[src/rtl/bg_pkg.sv]
// Shared types for the streaming background-removal processing element.
package bg_pkg;

    typedef enum logic [2:0] {
        ST_IDLE,
        ST_LOAD,
        ST_MEAN,
        ST_EMIT,
        ST_DONE
    } state_t;

    localparam logic MODE_LINF = 1'b0;
    localparam logic MODE_L1   = 1'b1;

endpackage

[src/rtl/bg_pe_stream_dist.sv]
// Colour distance between a pixel and the tile mean, and the replace decision.
module bg_dist
    import bg_pkg::*;
#(
    parameter int PIX_W = 8
) (
    input  logic [PIX_W-1:0] pix_r,
    input  logic [PIX_W-1:0] pix_g,
    input  logic [PIX_W-1:0] pix_b,
    input  logic [PIX_W-1:0] mean_r,
    input  logic [PIX_W-1:0] mean_g,
    input  logic [PIX_W-1:0] mean_b,
    input  logic             mode,
    input  logic [PIX_W+1:0] threshold,
    output logic [PIX_W+1:0] distance,
    output logic             replace
);

    logic [PIX_W-1:0] d_r;
    logic [PIX_W-1:0] d_g;
    logic [PIX_W-1:0] d_b;
    logic [PIX_W-1:0] d_max_rg;
    logic [PIX_W-1:0] d_max;

    always_comb begin
        d_r      = (pix_r >= mean_r) ? pix_r - mean_r : mean_r - pix_r;
        d_g      = (pix_g >= mean_g) ? pix_g - mean_g : mean_g - pix_g;
        d_b      = (pix_b >= mean_b) ? pix_b - mean_b : mean_b - pix_b;
        d_max_rg = (d_r >= d_g) ? d_r : d_g;
        d_max    = (d_max_rg >= d_b) ? d_max_rg : d_b;
        if (mode == MODE_L1) begin
            distance = {2'b00, d_r} + {2'b00, d_g} + {2'b00, d_b};
        end else begin
            distance = {2'b00, d_max};
        end
        replace = (distance <= threshold);
    end

endmodule

[src/rtl/bg_pe_stream.sv]
// Streaming background-removal PE: buffers a tile, computes its mean, then
// re-emits it with near-mean pixels replaced by the background colour.
module bg_pe_stream
    import bg_pkg::*;
#(
    parameter int PIX_W      = 8,
    parameter int NUM_PIXELS = 16
) (
    input  logic                          Clk,
    input  logic                          Reset_n,
    input  logic                          Start,
    input  logic                          Ack,
    input  logic                          Mode,
    input  logic [PIX_W+1:0]              Threshold,
    input  logic [PIX_W-1:0]              Bg_R,
    input  logic [PIX_W-1:0]              Bg_G,
    input  logic [PIX_W-1:0]              Bg_B,
    input  logic                          In_Valid,
    output logic                          In_Ready,
    input  logic [PIX_W-1:0]              In_R,
    input  logic [PIX_W-1:0]              In_G,
    input  logic [PIX_W-1:0]              In_B,
    output logic                          Out_Valid,
    input  logic                          Out_Ready,
    output logic [PIX_W-1:0]              Out_R,
    output logic [PIX_W-1:0]              Out_G,
    output logic [PIX_W-1:0]              Out_B,
    output logic                          Out_Replaced,
    output logic [PIX_W-1:0]              Mean_R,
    output logic [PIX_W-1:0]              Mean_G,
    output logic [PIX_W-1:0]              Mean_B,
    output logic [$clog2(NUM_PIXELS):0]   Replace_Count,
    output logic                          Qi,
    output logic                          Ql,
    output logic                          Qm,
    output logic                          Qe,
    output logic                          Qd
);

    localparam int LOG2_N = $clog2(NUM_PIXELS);
    localparam int SUM_W  = PIX_W + LOG2_N;
    localparam logic [LOG2_N-1:0] LAST_IDX = LOG2_N'(NUM_PIXELS - 1);

    state_t state, state_nx;

    logic                  mode_q;
    logic [PIX_W+1:0]      thr_q;
    logic [PIX_W-1:0]      bg_r_q, bg_g_q, bg_b_q;
    logic [SUM_W-1:0]      sum_r, sum_g, sum_b;
    logic [LOG2_N-1:0]     wr_idx, rd_idx;
    logic [3*PIX_W-1:0]    buf_mem [NUM_PIXELS];
    logic [3*PIX_W-1:0]    rd_pix;
    logic [PIX_W-1:0]      hold_r, hold_g, hold_b;
    logic                  hold_rep;
    logic [PIX_W+1:0]      dist_unused;
    logic                  rep_c;
    logic [PIX_W-1:0]      emit_r, emit_g, emit_b;
    logic                  start_fire, in_fire, out_fire;

    assign start_fire = (state == ST_IDLE) && Start;
    assign in_fire    = (state == ST_LOAD) && In_Valid;
    assign out_fire   = (state == ST_EMIT) && Out_Ready;

    always_ff @(posedge Clk or negedge Reset_n) begin
        if (!Reset_n) state <= ST_IDLE;
        else          state <= state_nx;
    end

    always_comb begin
        state_nx = state;
        case (state)
            ST_IDLE: if (Start) state_nx = ST_LOAD;
            ST_LOAD: if (in_fire && wr_idx == LAST_IDX) state_nx = ST_MEAN;
            ST_MEAN: state_nx = ST_EMIT;
            ST_EMIT: if (out_fire && rd_idx == LAST_IDX) state_nx = ST_DONE;
            ST_DONE: if (Ack) state_nx = ST_IDLE;
            default: state_nx = ST_IDLE;
        endcase
    end

    // Pixel storage carries no reset; its contents only matter after a LOAD.
    always_ff @(posedge Clk) begin
        if (in_fire) buf_mem[wr_idx] <= {In_R, In_G, In_B};
    end

    assign rd_pix = buf_mem[rd_idx];

    bg_dist #(.PIX_W(PIX_W)) u_dist (
        .pix_r     (rd_pix[3*PIX_W-1 -: PIX_W]),
        .pix_g     (rd_pix[2*PIX_W-1 -: PIX_W]),
        .pix_b     (rd_pix[PIX_W-1:0]),
        .mean_r    (Mean_R),
        .mean_g    (Mean_G),
        .mean_b    (Mean_B),
        .mode      (mode_q),
        .threshold (thr_q),
        .distance  (dist_unused),
        .replace   (rep_c)
    );

    always_comb begin
        emit_r = rep_c ? bg_r_q : rd_pix[3*PIX_W-1 -: PIX_W];
        emit_g = rep_c ? bg_g_q : rd_pix[2*PIX_W-1 -: PIX_W];
        emit_b = rep_c ? bg_b_q : rd_pix[PIX_W-1:0];
    end

    always_ff @(posedge Clk or negedge Reset_n) begin
        if (!Reset_n) begin
            mode_q        <= MODE_LINF;
            thr_q         <= '0;
            bg_r_q        <= '0;
            bg_g_q        <= '0;
            bg_b_q        <= '0;
            sum_r         <= '0;
            sum_g         <= '0;
            sum_b         <= '0;
            wr_idx        <= '0;
            rd_idx        <= '0;
            Mean_R        <= '0;
            Mean_G        <= '0;
            Mean_B        <= '0;
            Replace_Count <= '0;
            hold_r        <= '0;
            hold_g        <= '0;
            hold_b        <= '0;
            hold_rep      <= 1'b0;
        end else begin
            if (start_fire) begin
                mode_q        <= Mode;
                thr_q         <= Threshold;
                bg_r_q        <= Bg_R;
                bg_g_q        <= Bg_G;
                bg_b_q        <= Bg_B;
                sum_r         <= '0;
                sum_g         <= '0;
                sum_b         <= '0;
                wr_idx        <= '0;
                rd_idx        <= '0;
                Replace_Count <= '0;
            end
            if (in_fire) begin
                sum_r  <= sum_r + SUM_W'(In_R);
                sum_g  <= sum_g + SUM_W'(In_G);
                sum_b  <= sum_b + SUM_W'(In_B);
                wr_idx <= wr_idx + 1'b1;
            end
            if (state == ST_MEAN) begin
                Mean_R <= PIX_W'(sum_r >> LOG2_N);
                Mean_G <= PIX_W'(sum_g >> LOG2_N);
                Mean_B <= PIX_W'(sum_b >> LOG2_N);
            end
            // The last transferred pixel is kept so outputs hold after EMIT.
            if (out_fire) begin
                rd_idx        <= rd_idx + 1'b1;
                Replace_Count <= Replace_Count + (LOG2_N + 1)'(rep_c);
                hold_r        <= emit_r;
                hold_g        <= emit_g;
                hold_b        <= emit_b;
                hold_rep      <= rep_c;
            end
        end
    end

    always_comb begin
        Out_R        = hold_r;
        Out_G        = hold_g;
        Out_B        = hold_b;
        Out_Replaced = hold_rep;
        if (state == ST_EMIT) begin
            Out_R        = emit_r;
            Out_G        = emit_g;
            Out_B        = emit_b;
            Out_Replaced = rep_c;
        end
    end

    assign In_Ready  = (state == ST_LOAD);
    assign Out_Valid = (state == ST_EMIT);
    assign Qi        = (state == ST_IDLE);
    assign Ql        = (state == ST_LOAD);
    assign Qm        = (state == ST_MEAN);
    assign Qe        = (state == ST_EMIT);
    assign Qd        = (state == ST_DONE);

endmodule

[config.mk]
export PLATFORM = sky130hd
export DESIGN_NAME = bg_pe_stream
export DESIGN_NICKNAME = d
export VERILOG_FILES = /design/src/rtl/bg_pkg.sv /design/src/rtl/bg_pe_stream_dist.sv /design/src/rtl/bg_pe_stream.sv
export SDC_FILE = /design/constraint.sdc
export NUM_CORES = 1
export LEC_CHECK = 0
export ABC_AREA = 0
export CAP_MARGIN = 20
export CORE_ASPECT_RATIO = 1.1
export CORE_UTILIZATION = 63
export CTS_BUF_LIST = sky130_fd_sc_hd__clkbuf_2
export CTS_CLUSTER_SIZE = 10
export DETAILED_ROUTE_END_ITERATION = 10
export GPL_TIMING_DRIVEN = 0
export HOLD_SLACK_MARGIN = 0.08
export PLACE_DENSITY_LB_ADDON = 0.08
export SYNTH_ARGS = -nofsm -noshare
export SYNTH_HDL_FRONTEND = slang
export SYNTH_SLANG_ARGS = --single-unit
[constraint.sdc]
create_clock -name Clk -period 13.3 [get_ports Clk]
set_input_delay 1.995 -clock Clk [delete_from_list [all_inputs] [get_ports Clk]]
set_output_delay 1.995 -clock Clk [all_outputs]
set_load 0.05 [all_outputs]
Word level (Yosys, flattened, before mapping)
Memory sizes are Yosys's and may differ from the RTL's.
Cells that the tools add are included.
W data, S select, Z words.
{"block": "classes", "order_cmp": 6, "mux": 29, "eq_ne": 10, "n_addsub": 14, "n_reduce_logical": 9}
{"operator": "$mux W8", "n": 11}
{"operator": "$mux W12", "n": 4}
{"operator": "$sub A8 B8 Y8", "n": 6}
{"operator": "$ge A8 B8 Y1", "n": 5}
{"operator": "$add A12 B8 Y12", "n": 3}
{"operator": "$pmux W3 S5", "n": 1}
{"operator": "$mux W3", "n": 4}
{"operator": "$mux W4", "n": 3}
{"operator": "$add A10 B8 Y10", "n": 1}
{"operator": "$le A10 B10 Y1", "n": 1}
{"operator": "$mux W10", "n": 1}
{"operator": "$mux W5", "n": 2}
{"operator": "$add A8 B8 Y9", "n": 1}
{"operator": "$add A4 B1 Y4 const B", "n": 2}
{"operator": "$eq A4 B4 Y1 const B", "n": 2}
{"operator": "$eq A3 B2 Y1 const B", "n": 2}
{"operator": "$add A5 B1 Y5", "n": 1}
{"operator": "$logic_and A1 B1 Y1", "n": 5}
{"operator": "$ne A2 B1 Y1 const B", "n": 2}
{"operator": "$ne A2 B2 Y1 const B", "n": 2}
{"operator": "$reduce_and A4 Y1", "n": 1}
{"operator": "$reduce_bool A2 Y1", "n": 2}
{"operator": "$eq A3 B1 Y1 const B", "n": 1}
{"operator": "$eq A3 B3 Y1 const B", "n": 1}
{"operator": "other kinds (2)", "n": 4}
{"block": "word_totals", "ram_bits": 384, "output_inout_bits": 61, "in_bits": 65, "mem_count": 1, "reg_bits": 136}
{"name": "buf_mem", "depth": 16, "word_bits": 24, "rd": 1, "rd_clocked_by_memory_dff": 0, "write_ports": 1, "line_no": "bg_pe_stream.sv:51", "rtl": "logic [3*PIX_W-1:0] buf_mem [NUM_PIXELS];"}

Logic depth before layout (Yosys ltp)
An unclocked memory read counts as a cell.
{"block": "logic_depth", "ltp_word": 11, "ltp_mapped": 46, "depth_no_buf": 41}

By module
A second synthesis with hierarchy kept.
{"block": "hier_totals", "hier_cells": 1876, "hier_area_um2": 25261.7}
{"mod": "bg_pe_stream", "instances": 1, "cells_per_inst": 1418, "area_each_um2": 21742.1}
{"mod": "bg_dist", "instances": 1, "cells_per_inst": 458, "area_each_um2": 3519.6}

Least setup slack after synthesis
Ideal clock, no wire load.
{"block": "synth_timing", "path_kind": "register to output", "start": "register rd_idx[0]", "end": "output port Out_B[4]", "path_stages_with_launch": 39, "slack_ps": 2179, "t_required_ps": 11305, "arrival_time_ps": 9126, "path_cell_list": "dfrtp_1 buf_2 buf_2 mux4_2 mux4_2 inv_1 ha_1 inv_1 fa_1 nand3_1 nand3b_4 a21oi_4 mux2_1 a311o_1 xor2_1 ha_1 inv_1 o21ai_0 [3 not listed] ha_1 nand3_1 a21boi_0 o211ai_1 a21oi_1 o31ai_1 a31oi_1 ha_1 a21o_1 a21o_1 a21oi_1 nor2_1 a2111oi_0 a31oi_1 buf_2 buf_2 mux2i_1 o21ai_0"}
{"block": "synth_between", "elab_chain_len": 11, "elab_cells_between_ends": 23, "classes_between": "8 x add/sub; 6 x order compare; 8 x mux; 1 x memory"}
{"element": "start, declared", "line_no": "bg_pe_stream.sv:50", "rtl": "logic [LOG2_N-1:0] wr_idx, rd_idx;"}
{"element": "start signal, assigned", "line_no": "bg_pe_stream.sv:154", "rtl": "rd_idx <= rd_idx + 1'b1;"}
{"element": "$mem_v2 Z16 W24 *"}
{"element": "$sub A8 B8 Y8 (tied with other cells)", "line_no": "bg_pe_stream_dist.sv:26", "rtl": "d_r = (pix_r >= mean_r) ? pix_r - mean_r : mean_r - pix_r;"}
{"element": "$mux W8, on equally long branches", "line_no": "bg_pe_stream_dist.sv:26, bg_pe_stream_dist.sv:27"}
{"element": "$ge A8 B8 Y1", "line_no": "bg_pe_stream_dist.sv:29", "rtl": "d_max_rg = (d_r >= d_g) ? d_r : d_g;"}
{"element": "$mux W8", "line_no": "bg_pe_stream_dist.sv:29"}
{"element": "$ge A8 B8 Y1", "line_no": "bg_pe_stream_dist.sv:30", "rtl": "d_max = (d_max_rg >= d_b) ? d_max_rg : d_b;"}
{"element": "$mux W8", "line_no": "bg_pe_stream_dist.sv:30"}
{"element": "$mux W10", "line_no": "bg_pe_stream_dist.sv:31", "rtl": "if (mode == MODE_L1) begin"}
{"element": "$le A10 B10 Y1", "line_no": "bg_pe_stream_dist.sv:36", "rtl": "replace = (distance <= threshold);"}
{"element": "$mux W8 *", "line_no": "bg_pe_stream.sv:104", "rtl": "emit_b = rep_c ? bg_b_q : rd_pix[PIX_W-1:0];"}
{"element": "$mux W8 *", "line_no": "bg_pe_stream.sv:169", "rtl": "if (state == ST_EMIT) begin"}
{"element": "end, declared", "line_no": "bg_pe_stream.sv:27", "rtl": "output logic [PIX_W-1:0] Out_B,"}
Every way passes the cells marked *; elsewhere a longest branch is shown, timed or not.

Final worst setup path
{"block": "layout_timing", "start": "register rd_idx[1]", "end": "output port Out_G[2]"}
{"block": "layout_between", "elab_chain_len": 11, "elab_cells_between_ends": 23, "classes_between": "8 x add/sub; 6 x order compare; 8 x mux; 1 x memory"}
{"element": "$mem_v2 Z16 W24 *"}
{"element": "$sub A8 B8 Y8 (tied with other cells)", "line_no": "bg_pe_stream_dist.sv:26"}
{"element": "$mux W8, on equally long branches", "line_no": "bg_pe_stream_dist.sv:26, bg_pe_stream_dist.sv:27"}
{"element": "$ge A8 B8 Y1", "line_no": "bg_pe_stream_dist.sv:29"}
{"element": "$mux W8", "line_no": "bg_pe_stream_dist.sv:29"}
{"element": "$ge A8 B8 Y1", "line_no": "bg_pe_stream_dist.sv:30"}
{"element": "$mux W8", "line_no": "bg_pe_stream_dist.sv:30"}
{"element": "$mux W10", "line_no": "bg_pe_stream_dist.sv:31"}
{"element": "$le A10 B10 Y1", "line_no": "bg_pe_stream_dist.sv:36"}
{"element": "$mux W8 *", "line_no": "bg_pe_stream.sv:103", "rtl": "emit_g = rep_c ? bg_g_q : rd_pix[2*PIX_W-1 -: PIX_W];"}
{"element": "$mux W8 *", "line_no": "bg_pe_stream.sv:169"}
{"element": "end, declared", "line_no": "bg_pe_stream.sv:26", "rtl": "output logic [PIX_W-1:0] Out_G,"}
Marks and branches as above.

==> flow_summary.ini <==
[drt]
detail_route.drc_violations = 0
dr.pass1.iters = 7
wl_per_cell_um = 23.98
detail_route.wirelength_um = 62420
drt.antenna.violating_nets = 0
dr_iter_0_viols = 1370
avgViaCountPerCell = 6.113
route.vias.total = 15912

[synth]
seq_area_frac_synth_pct = 60.92
synthDistinctLibCells = 68
post_synth_inst_count = 1726
post_synthesis_cell_area_mm2 = 0.02452
postSynthAreaPerCell_um2 = 14.20
synth_nets = 1920
number_of_enable_flip_flop_cells_after_synthesis = 384
synth_top_flop_cell = sky130_fd_sc_hd__edfxtp_1
asyncSetResetFlopFracSynth_pct = 26.15
yosysWarnings = 0
synth.ff_latch_count = 520

[clocking]
total_cts_buffers = 121
clock-sinks = 520
cts-htree-levels = 3
cts.clk_slew.worst_paths_ns = 0.10
root_buffer = sky130_fd_sc_hd__clkbuf_2
clkLatencyLatePin_ns = 1.16
cts_max_path_buffers = 3
cts_tree = yes
hold_buffers = 0

[sta]
period_needed_ns = 12.82
finalHoldViolations = 0
timing.max_slew.rel_slack_pct = 39.46
timing_worst_slew_pin_value_ns = 0.9081
max_freq_ghz = 0.07801
setup-violations-final = 0
setup-tns-final_ns = 0
period_share_pct = 96.39
maxSlewViolCount = 0
finClkSkew_ns = 0.06351

[finish]
nets = 2201
multi_input_area_mm2 = 0.008924
final_layout_size_suffix_gt1_share_pct = 20.79
post-route-util_pct = 73.12
final.fill_count = 2543
syn2layout_area_growth_pct = 14.19
finalNonFillerCells = 2603
ff_latch_area_mm2 = 0.01493

[placed_design]
placement.io_buffers = 125
dpl.cell_count = 2376
hpwlAfterDp_um = 43310
globalplace.congestion = 0.9077

[floorplanning]
io_pins = 126
floorplan.die.width_um = 190.1
row_count = 75
total_die_area_mm2 = 0.03971
core_region_area_mm2 = 0.03829
die_h_um = 208.9
starting_utilization_of_the_core_area_pct = 64.03

[worst_setup_path]
regToRegStartpoint = rd_idx[1]$_DFFE_PN0P_
worst_ep_arrival_time_ns = 10.82
cp_top_family = compound AO/OA/AOI/OAI gates
cpPeakStageDelay_ns = 0.69
critPathLaunchType = flip-flop
rrSetupSlack_ns = 3.40
critPathKind = flip-flop to primary output
critical_path.max_fanout = 10
crit_top_cell = sky130_fd_sc_hd__ha_1
cp-end-kind = primary output
critical_path.n_buffers_inverters = 10
reg2reg_depth = 40
crit_required_ns = 11.31
crit-reg2reg-capture = Replace_Count[4]$_DFFE_PN0P_
worst_path_max_delay_cell = sky130_fd_sc_hd__clkbuf_1

[outcome]
status = complete, no violations

[global_routing]
number_of_antenna_violations_at_the_first_check_in_global_routing = 1
grt_pass1_vias = 16131
grt_overflow = 0
grt_max_degree = 94
grt_usage_pct = 32.58
grt_first_pass_wirelength_um = 93560

[worst_hold_path]
min_path_cells = 2
worstHoldEndpoint = bg_b_q[0]$_DFFE_PN0P_
min-delay-path-class = flip-flop to flip-flop
holdCritStartpoint = bg_b_q[0]$_DFFE_PN0P_

[job]
maxCapViolCount = 0
[worst max-delay path by stage]
stage          endpoint  cells after the start                   from
2_1_floorplan  Out_B[4]                     38  rd_idx[0]$_DFFE_PN0P_
3_3_place_gp   Out_G[2]                     38  rd_idx[0]$_DFFE_PN0P_
3_5_place_dp   Out_G[2]                     38  rd_idx[0]$_DFFE_PN0P_
4_1_cts        Out_B[5]                     38  rd_idx[0]$_DFFE_PN0P_
5_1_grt        Out_G[4]                     38  rd_idx[0]$_DFFE_PN0P_
6_report       Out_G[2]                     37  rd_idx[1]$_DFFE_PN0P_
[cells in the final DEF, fill, tap and decap left out, drive strengths merged, types with 13 or more instances in the layout]
cell type,count
nor2,42
nand2,229
dfrtp,136
inv,118
a21o,29
nand3,14
xnor2,27
buf,66
mux4,120
edfxtp,384
a21oi,72
clkinv,49
ha,118
mux2i,59
clkdlybuf4s50,99
o21ai,133
xor2,24
clkbuf,225
and3,13
[per-layer routing]
layer / GRT usage (%) / part of all wire (%) / vias up
li1: - / - / 7053
met1: 42.17 / 38 / 7895
met2: 53.11 / 49 / 814
met3: 6.332 / 8.5 / 150
met4: 15.96 / 3.9 / 0
met5: 0 / 0 / -
[timing repair]
item	CTS	global route
endpoints found under the setup margin	25	25
resized for setup	81	73
buffers inserted	0	8
pin swaps	1	3
[cell usage after synthesis, types with 12 or more instances]
library cell,number,share of area (%)
sky130_fd_sc_hd__and3_1,12,0.31
sky130_fd_sc_hd__ha_1,118,6.0
sky130_fd_sc_hd__mux4_2,120,11
sky130_fd_sc_hd__xnor2_1,26,0.93
sky130_fd_sc_hd__nor3_1,12,0.24
sky130_fd_sc_hd__nor2_1,41,0.63
sky130_fd_sc_hd__nand3_1,14,0.29
sky130_fd_sc_hd__a21oi_1,70,1.4
sky130_fd_sc_hd__xor2_1,24,0.86
sky130_fd_sc_hd__o21ai_0,124,2.5
sky130_fd_sc_hd__inv_1,115,1.8
sky130_fd_sc_hd__dfrtp_1,136,14
sky130_fd_sc_hd__a21o_1,27,0.83
sky130_fd_sc_hd__nand2_1,229,3.5
sky130_fd_sc_hd__mux2i_1,59,2.4
sky130_fd_sc_hd__edfxtp_1,384,47
sky130_fd_sc_hd__buf_2,23,0.47
sky130_fd_sc_hd__clkbuf_1,47,0.72
[metrics by stage]
stage | setup WS [ns] | cell area, um2 | hold slack, ns
6_report | 0.4806 | 27990 | 0.4852
2_1_floorplan | 2.179 | 24520 | 0.4448
4_1_cts | 0.002496 | 27950 | 0.4834
5_1_grt | -0.002960 | 27990 | 0.5056
3_3_place_gp | 0.4449 | 26390 | 0.4570
3_5_place_dp | 0.3161 | 26730 | 0.4615
[worst reg2reg max path, delay by kind of cell, from the launching register on]
kind / cells / cell delay (ns)
AOI/OAI and AO/OA: 15 / 3.09
and+or+nand+nor: 3 / 0.46
DFF: 1 / 0.36
xor gates and xnor gates: 2 / 0.35
buffers and inverters: 10 / 2.17
muxes: 4 / 1.76
adders and majority gates: 6 / 1.65
[logic make-up (layout without fill, tap and decap cells)]
kind of cell               after synthesis  after routing  synth area share, %
AOI/OAI and AO/OA                      300            300                7.334
xor gates and xnor gates                51             51                1.853
adders and majority gates              129            129                6.920
buffers and inverters                  194            570                3.220
DFF                                    520            520                60.92
muxes                                  182            182                13.57
other                                    0              1                    0
and+or+nand+nor                        350            350                6.186
[sequential cells by signal (all words and copies together) (netlist names), 10 cells and up]
name,flops
buf_mem,384
sum_g,12
sum_b,12
thr_q,10
sum_r,12
[cell type report]
| class | count | share of cell area [%] |
|---|---|---|
| sequential | 520 | 53.35 |
| multi-input combinational | 1012 | 31.88 |
| timing repair buffer | 158 | 5.350 |
| clock buffer | 162 | 2.896 |
| tap | 500 | 2.235 |
| inverter | 116 | 1.555 |
| buffer | 78 | 1.488 |
| clock inverter | 56 | 1.243 |
| antenna | 1 | 0.008939 |
Power is left out: the tool's default activity adds up to more than one toggle a clock period on the data nets, which glitch-free logic cannot reach.
==> RTL edit: new RTL, same flow settings <==
The parameter `NUM_PIXELS` goes from 16 to 32.
--- a/src/rtl/bg_pe_stream.sv
+++ b/src/rtl/bg_pe_stream.sv
@@ -5,5 +5,5 @@
 #(
     parameter int PIX_W      = 8,
-    parameter int NUM_PIXELS = 16
+    parameter int NUM_PIXELS = 32
 ) (
     input  logic                          Clk,
Ports: changed (resized Replace_Count); port bits go from 126 to 127. No check against the original RTL was run, so the function may have changed too.
==> RTL edit against the unedited design <==
  * Design area grew 64%
  * Routed wire length is 65% higher
  * Sequential share of layout area up 4.8 points
  * Non-clock buffer count rose by 77
  * Synthesized area is 62% higher
  * Sequential cell count is 390 higher
  * Worst setup slack improved by 11 ps
  * Global-route usage grew 0.11 points
Power is not shown: default switching activity piles up to over one toggle a cycle in this logic, so the estimate is an artifact.
==> RTL edit: results (changes against the unedited design) <==
stage,metric,value,unit,change
run_status,status,completed,,unchanged
global_routing,grt_pass1_vias,23704,,was 16131
finish,diodes,6,,was 1
routing,dr.pass1.iters,6,,was 7
global_routing,met2_usage,0.5283,,was 0.5311
floorplan,dieArea,64220,um2,was 39710 um2
logic_synthesis,syn-num-nets,2565,,was 1920
logic_synthesis,synth.area.top_cells,"edfxtp_1 (58%), mux4_2 (14%), dfrtp_1 (8.9%)",,"was edfxtp_1 (47%), dfrtp_1 (14%), mux4_2 (11%)"
clock_network,cts_inserted_buffers,210,,was 121
sta,setup_ws,491.3,ps,was 480.6 ps
finish,stdcell_count,3770,,was 2603
finish,clock_buffers,296,,was 162
logic_synthesis,synth_edf_count,768,,was 384
clock_network,post_cts_buffers,14,,was 0
logic_synthesis,synth_common_cells,"edfxtp_1 (768), nand2_1 (242), mux4_2 (240), dfrtp_1 (142), ha_1 (120)",,"was edfxtp_1 (384), nand2_1 (229), dfrtp_1 (136), o21ai_0 (124), mux4_2 (120)"
finish,largest_reg_flops,768,,was 384
logic_synthesis,yosysSeqAreaShare,0.6684,,was 0.6092
placed_design,portBuffers,126,,was 125
finish,seq_cells,910,,was 520
routing,dr.first_iter.drc_count,2216,,was 1370
sta,tightest_slew,1077,ps,was 908.1 ps
sta,whs,481.7,ps,was 485.2 ps
global_routing,use_met3,0.08001,,was 0.06332
critical_path,reg2reg_from,rd_idx[0],,was rd_idx[1]
critical_path,rrSetupSlack,3810,ps,was 3400 ps
finish,nonClkBufAreaFrac,0.07156,,was 0.06838
-- RTL edit: worst max path at each step --
stage,from,endpoint,depth (start not counted)
floorplan,rd_idx[1],Out_B[0],41
global placement,rd_idx[1],Out_R[6],43
detailed placement,rd_idx[1],Out_G[1],43
CTS,rd_idx[0],Out_B[6],43
global route,rd_idx[0],Out_G[5],45
finish,rd_idx[0],Out_R[1],43
-- RTL edit: cells by family (layout without fill, tap and decap cells) --
logic type,after synthesis,in the layout,synth area share
buffers and inverters,227,788,0.02561
AO/OA/AOI/OAI,328,329,0.04930
flip-flops,910,910,0.6684
other,0,6,0
AND/OR/NAND/NOR,429,429,0.04588
multiplexers,295,295,0.1564
XOR/XNOR,49,49,0.01115
adder cells (fa/ha/maj),131,131,0.04324
-- RTL edit: metal layers --
layer	routed length, um	vias to the layer above
li1	-	10156
met1	38050	11833
met2	50500	1122
met3	8760	226
met4	5635	4
met5	23	-
